<file path="src/rtl/memory_writer_cu.sv">
// Write-back control unit: drains result words from the datapath and stores them filter-major.
// Optional `MEM_WR_ACK_EN holds each write until the memory acknowledges it.
module memory_writer_cu #(
    parameter int unsigned IMG_SIZE    = 16,
    parameter int unsigned NUM_FILTERS = 4,
    parameter int unsigned DATA_W      = 32,
    parameter int unsigned ADDR_W      = 16,
    parameter int unsigned OUT_BASE    = 32'h0000_0100
) (
    input  logic              clk,
    input  logic              rst_n,
    input  logic              start,
    input  logic              res_valid,
    input  logic [DATA_W-1:0] res_data,
    output logic              res_ready,
    input  logic              mem_ack,
    output logic              mem_wr_en,
    output logic [ADDR_W-1:0] mem_adr,
    output logic [DATA_W-1:0] mem_wdata,
    output logic              busy,
    output logic              done,
    output logic [15:0]       words_written
);

    localparam int unsigned GROUPS = IMG_SIZE * IMG_SIZE / 4;
    localparam int unsigned FW     = (NUM_FILTERS > 1) ? $clog2(NUM_FILTERS) : 1;
    localparam int unsigned GW     = (GROUPS > 1) ? $clog2(GROUPS) : 1;
    localparam logic [FW-1:0] LAST_F = FW'(NUM_FILTERS - 1);
    localparam logic [GW-1:0] LAST_G = GW'(GROUPS - 1);

    typedef enum logic [2:0] {
        S_IDLE,
        S_INIT,
        S_WAIT_RES,
        S_WRITE,
        S_DONE
    } state_t;

    state_t            state_q, state_d;
    logic [FW-1:0]     cntr_filter_q, cntr_filter_d;
    logic [GW-1:0]     cntr_group_q, cntr_group_d;
    logic [15:0]       words_written_q, words_written_d;
    logic [ADDR_W-1:0] mem_adr_q, mem_adr_d;
    logic [DATA_W-1:0] mem_wdata_q, mem_wdata_d;
    logic              wr_done;

`ifdef MEM_WR_ACK_EN
    assign wr_done = (state_q == S_WRITE) && mem_ack;
`else
    logic unused_mem_ack;
    assign unused_mem_ack = mem_ack;
    assign wr_done        = (state_q == S_WRITE);
`endif

    always_comb begin
        state_d         = state_q;
        cntr_filter_d   = cntr_filter_q;
        cntr_group_d    = cntr_group_q;
        words_written_d = words_written_q;
        mem_adr_d       = mem_adr_q;
        mem_wdata_d     = mem_wdata_q;
        unique case (state_q)
            S_IDLE: begin
                if (start) state_d = S_INIT;
            end
            S_INIT: begin
                cntr_filter_d   = '0;
                cntr_group_d    = '0;
                words_written_d = '0;
                state_d         = S_WAIT_RES;
            end
            S_WAIT_RES: begin
                // Address is latched with the data so both stay stable through WRITE.
                if (res_valid) begin
                    mem_wdata_d = res_data;
                    mem_adr_d   = ADDR_W'(OUT_BASE + 32'(cntr_filter_q) * GROUPS + 32'(cntr_group_q));
                    state_d     = S_WRITE;
                end
            end
            S_WRITE: begin
                if (wr_done) begin
                    words_written_d = words_written_q + 16'd1;
                    state_d         = S_WAIT_RES;
                    if (cntr_filter_q == LAST_F) begin
                        cntr_filter_d = '0;
                        cntr_group_d  = cntr_group_q + GW'(1);
                        if (cntr_group_q == LAST_G) state_d = S_DONE;
                    end else begin
                        cntr_filter_d = cntr_filter_q + FW'(1);
                    end
                end
            end
            S_DONE: begin
                state_d = S_IDLE;
            end
            default: begin
                state_d = S_IDLE;
            end
        endcase
    end

    always_ff @(posedge clk or negedge rst_n) begin
        if (!rst_n) begin
            state_q <= S_IDLE;
        end else begin
            state_q <= state_d;
        end
    end

    always_ff @(posedge clk or negedge rst_n) begin
        if (!rst_n) begin
            cntr_filter_q   <= '0;
            cntr_group_q    <= '0;
            words_written_q <= '0;
            mem_adr_q       <= '0;
            mem_wdata_q     <= '0;
        end else begin
            cntr_filter_q   <= cntr_filter_d;
            cntr_group_q    <= cntr_group_d;
            words_written_q <= words_written_d;
            mem_adr_q       <= mem_adr_d;
            mem_wdata_q     <= mem_wdata_d;
        end
    end

    assign res_ready     = (state_q == S_WAIT_RES);
    assign mem_wr_en     = (state_q == S_WRITE);
    assign busy          = (state_q != S_IDLE);
    assign done          = (state_q == S_DONE);
    assign mem_adr       = mem_adr_q;
    assign mem_wdata     = mem_wdata_q;
    assign words_written = words_written_q;

endmodule
</file>
<file path="config.mk">
export PLATFORM = sky130hd
export DESIGN_NAME = memory_writer_cu
export DESIGN_NICKNAME = d
export VERILOG_FILES = /design/src/rtl/memory_writer_cu.sv
export SDC_FILE = /design/constraint.sdc
export NUM_CORES = 1
export LEC_CHECK = 0
export ABC_AREA = 1
export CAP_MARGIN = 20
export CORE_ASPECT_RATIO = 0.5
export CORE_MARGIN = 2
export CORE_UTILIZATION = 35
export DETAILED_ROUTE_END_ITERATION = 7
export PLACE_DENSITY_LB_ADDON = 0.25
export REMOVE_ABC_BUFFERS = 1
export SLEW_MARGIN = 20
export SYNTH_ARGS = -nofsm -noshare
export SYNTH_HDL_FRONTEND = slang
export SYNTH_SLANG_ARGS = --single-unit
</file>
<file path="constraint.sdc">
create_clock -name clk -period 1.7 [get_ports clk]
set_input_delay 0.425 -clock clk [delete_from_list [all_inputs] [get_ports clk]]
set_output_delay 0.425 -clock clk [all_outputs]
set_load 0.03 [all_outputs]
</file>
==> flow_metrics.tcl <==
set metrics [dict create \
    crit_path_end_kind "output pin" \
    port-buffer-count 96 \
    gr-total-overflow 0 \
    post_synth_adder_cell_area 0.01189 \
    syn2layout_area_growth_pct 44.53 \
    synth.top_cells.by_area "sky130_fd_sc_hd__dfrtp_1, sky130_fd_sc_hd__nand2_1, sky130_fd_sc_hd__nand3_1" \
    synth-edff-count 0 \
    post-route-period-util 0.9895 \
    effective_utilization_at_floorplan 0.3614 \
    yosys_warnings 0 \
    synth.top_cells.by_count "sky130_fd_sc_hd__nand2_1, sky130_fd_sc_hd__dfrtp_1, sky130_fd_sc_hd__nand3_1, sky130_fd_sc_hd__inv_1, sky130_fd_sc_hd__nor2_1" \
    synth_largest_area_cell "sky130_fd_sc_hd__dfrtp_1" \
    number_of_maximum_capacitance_violations 0 \
    cts_num_sinks 68 \
    route.vias.total 2804 \
    timing.rr.start "state_q[2]$_DFFE_PN0P_" \
    peakVddDrop_mv 0.7969 \
    fillCellCount 858 \
    period_minus_slack_ns 1.682 \
    clock_latency_on_the_worst_skew_pair_ns 0.33 \
    comb_power_share 0.434 \
    route.antenna.remaining_nets 0 \
    switching_power_mw 3.219 \
    synth_top_area_share 0.5388 \
    hold_path_cell_cnt 2 \
    holdCritPathClass "reg2reg" \
    cts_tree "built" \
    synth.area.mux_share 0 \
    synth-seq-cells 68 \
    worst-endpoint-arrival_ns 1.26 \
    routabilityCongestion 0.7832 \
    hp-start "mem_wdata[29]$_DFFE_PN0P_" \
    cts_max_level 3 \
    synth-xor-area-share 0.005547 \
    syn-mean-instance-area_sq_um 8.267 \
    maximum_number_of_pins_on_one_net_before_global_route_repair 43 \
    report.final.slew_viol_count 0 \
    fp.dieW_um 138.3 \
    worstSetupPathType "reg2out" \
    fmax_mhz 594.5 \
    setup_violations 0 \
    synth_top_family_by_area "simple AND/OR/NAND/NOR gates" \
    drt-total-wl_mm 7.741 \
    pwr-share-seq 0.326 \
    share_of_layout_cells_above_drive_strength_1 0.1080 \
    antenna_cells 0 \
    antenna_found_initial 0 \
    placement.cell_area_sq_mm 0.004298 \
    grt_pass1_vias 2663 \
    run_status "completed" \
    globalRouteTotalUtil 0.1694 \
    synth_seq_area_share 0.5388 \
    post_synth_inst_count 382 \
    maximum_fanout_count_along_the_critical_path 4 \
    power_report.internal_total_mw 4.232 \
    finalHoldViolCount 0 \
    min_to "mem_wdata[29]$_DFFE_PN0P_" \
    ctsLongestPathBuffers 2 \
    rrSetupSlack_ns 0.16 \
    wl_per_cell_um 12.55 \
    clockPowerShare 0.239 \
    timing.rr.end "mem_adr[0]$_DFFE_PN0P_" \
    drt_iter0_markers 130 \
    num-nets-final 535 \
    floorplan.rows 24 \
    drc 0 \
    io-pin-count 105 \
    power_density_mw_per_mm2 1632 \
    postSynth.topFlopCell "sky130_fd_sc_hd__dfrtp_1" \
    required_time_at_the_worst_slack_endpoint_ns 1.27 \
    synth_compound_gate_area_share 0.05943 \
    preCtsSetupSlack_ns 0.09725 \
    worst_slack_ns 0.01779 \
    ctsRootBufferMaster "sky130_fd_sc_hd__clkbuf_16" \
    synth_async_sr_flop_share 1.000 \
    grt_setup_unrepaired "yes" \
    leakage_nw 2.371 \
    firstDrtPassIters 5 \
    post_synth_instance_area_sq_mm 0.003158 \
    placeableCoreArea_sq_mm 0.008738 \
    final_area_sq_mm 0.004564 \
    r2r_depth 7 \
    detailed_place_hpwl_mm 5.364 \
    critical_path.startpoint_type "register" \
    die_h_um 71.17 \
    die-area_sq_mm 0.009845 \
    netlist-cell-type-count 26 \
    power.share.switching 0.4320 \
    post-synth-top-count-cell "sky130_fd_sc_hd__nand2_1" \
    grt_first_pass_wirelength_mm 13.20 \
    yosys.area_share.simple 0.3047 \
    tritoncts.num_buffers 9 \
    routed_via_density 4.545 \
    fin_skew_ns 0.007957 \
    clk_pin_slew_ns 0.06 \
]
-- area by class of cell --
cell class	count	area [sq um]	share of cell area
clock buffers	10	239.0	0.05236
multi-input cells	271	1241	0.2719
clock inverters	6	47.55	0.01042
flip-flops and latches	68	1704	0.3734
inverters	28	110.1	0.02412
repair buffers	117	1076	0.2357
well taps	117	146.4	0.03207
-- metrics by stage --
| stage | total power [mW] | hold slack (ns) | TNS, ns | utilization | cells |
|---|---|---|---|---|---|
| 2_1_floorplan | 4.389 | 0.1294 | 0 | - | 367 |
| 3_3_place_gp | 5.950 | 0.3212 | 0 | 0.4918 | 597 |
| 3_5_place_dp | 5.981 | 0.3253 | 0 | 0.4918 | 597 |
| 4_1_cts | 7.513 | 0.4673 | 0 | 0.5193 | 615 |
| 5_1_grt | 7.941 | 0.4792 | -0.02416 | 0.5223 | 617 |
| 6_report | 7.451 | 0.4631 | 0 | 0.5223 | 617 |
-- worst max path at each step --
stage | startpoint | end | slack (ns)
finish | state_q[2]$_DFFE_PN0P_ | mem_wr_en | 0.02
global route | state_q[2]$_DFFE_PN0P_ | mem_wr_en | -0.02
CTS | state_q[2]$_DFFE_PN0P_ | done | 0.004
detailed placement | res_valid | mem_wdata[27]$_DFFE_PN0P_ | 0.1
global placement | res_valid | mem_wdata[3]$_DFFE_PN0P_ | 0.11
floorplan | state_q[2]$_DFFE_PN0P_ | mem_adr[0]$_DFFE_PN0P_ | 0.04
-- cells by family (layout without fill, tap and decap cells) --
| logic type | Yosys count | after routing |
|---|---|---|
| AO/OA/AOI/OAI | 33 | 33 |
| XOR/XNOR | 2 | 2 |
| adder cells (fa/ha/maj) | 3 | 3 |
| buffers and inverters | 49 | 161 |
| flip-flops | 68 | 68 |
| other | 1 | 7 |
| AND/OR/NAND/NOR | 226 | 226 |
-- power groups by stage --
| stage | Sequential [mW] | Combinational [mW] | Clock, mW |
|---|---|---|---|
| after floorplan | 3.31 | 1.08 | 0 |
| after global placement | 2.46 | 3.49 | 0 |
| after detailed placement | 2.45 | 3.53 | 0 |
| after CTS | 2.42 | 3.27 | 1.82 |
| after global routing | 2.51 | 3.53 | 1.90 |
| final | 2.43 | 3.24 | 1.78 |
-- critical path: stages (launching register included) --
cell	delay, ns
sky130_fd_sc_hd__dfrtp_2	0.45
sky130_fd_sc_hd__inv_2	0.09
sky130_fd_sc_hd__nand2_2	0.07
sky130_fd_sc_hd__nor2_4	0.16
sky130_fd_sc_hd__buf_6	0.15
-- flip-flops by register name, summed over array words and instances, names as in the netlist --
register,cells
cntr_filter_q,2
mem_wdata,32
cntr_group_q,6
state_q,3
mem_adr,9
words_written,16
-- per-layer routing --
metal  GRT usage  wire length (um)  vias up
met5           0                 0        -
met1      0.2176              3546     1267
met4     0.04762                88        0
li1            -                 -     1449
met2      0.2695              3551       79
met3     0.06703               554        9
-- cells in the final DEF (no fill, tap or decap) --
cell type                         Yosys  routed
sky130_fd_sc_hd__clkinv_4             0       1
sky130_fd_sc_hd__nor2_4               2       3
sky130_fd_sc_hd__ha_1                 3       3
sky130_fd_sc_hd__a21oi_1              6       6
sky130_fd_sc_hd__buf_12               0       3
sky130_fd_sc_hd__clkbuf_8             0       1
sky130_fd_sc_hd__xnor2_1              1       1
sky130_fd_sc_hd__buf_2                7       1
sky130_fd_sc_hd__clkbuf_16            0       9
sky130_fd_sc_hd__dfrtp_1             68      66
sky130_fd_sc_hd__dlygate4sd2_1        0      57
sky130_fd_sc_hd__conb_1               1       7
sky130_fd_sc_hd__inv_2                0       2
sky130_fd_sc_hd__o21ai_2              1       1
sky130_fd_sc_hd__dlygate4sd3_1        0       1
sky130_fd_sc_hd__o22ai_1              1       1
sky130_fd_sc_hd__clkinvlp_4           0       4
sky130_fd_sc_hd__o21ai_0             18      18
sky130_fd_sc_hd__nor2_1              25      25
sky130_fd_sc_hd__xor2_1               1       1
sky130_fd_sc_hd__buf_6                3       1
sky130_fd_sc_hd__dfrtp_2              0       2
sky130_fd_sc_hd__a22oi_1              1       1
sky130_fd_sc_hd__nor3_2               0       1
sky130_fd_sc_hd__nand2_2              3       3
sky130_fd_sc_hd__buf_4                8      20
sky130_fd_sc_hd__nor3_1               4       3
sky130_fd_sc_hd__clkdlybuf4s50_1      0      34
sky130_fd_sc_hd__o21bai_1             5       5
sky130_fd_sc_hd__inv_1               27      25
sky130_fd_sc_hd__inv_6                0       2
sky130_fd_sc_hd__nand2_1            131     131
sky130_fd_sc_hd__o31ai_1              1       1
sky130_fd_sc_hd__nand3_1             53      53
sky130_fd_sc_hd__nand4_1              7       7
-- timing repair --
| item | CTS | global route |
|---|---|---|
| pin swaps | 0 | 1 |
| hold endpoints to repair | 10 | 0 |
| resized for setup | 60 | 5 |
| hold buffers | 1 | 0 |
| endpoints found under the setup margin | 60 | 7 |
| buffers inserted | 1 | 2 |
Power figures use the tool's default switching activity.
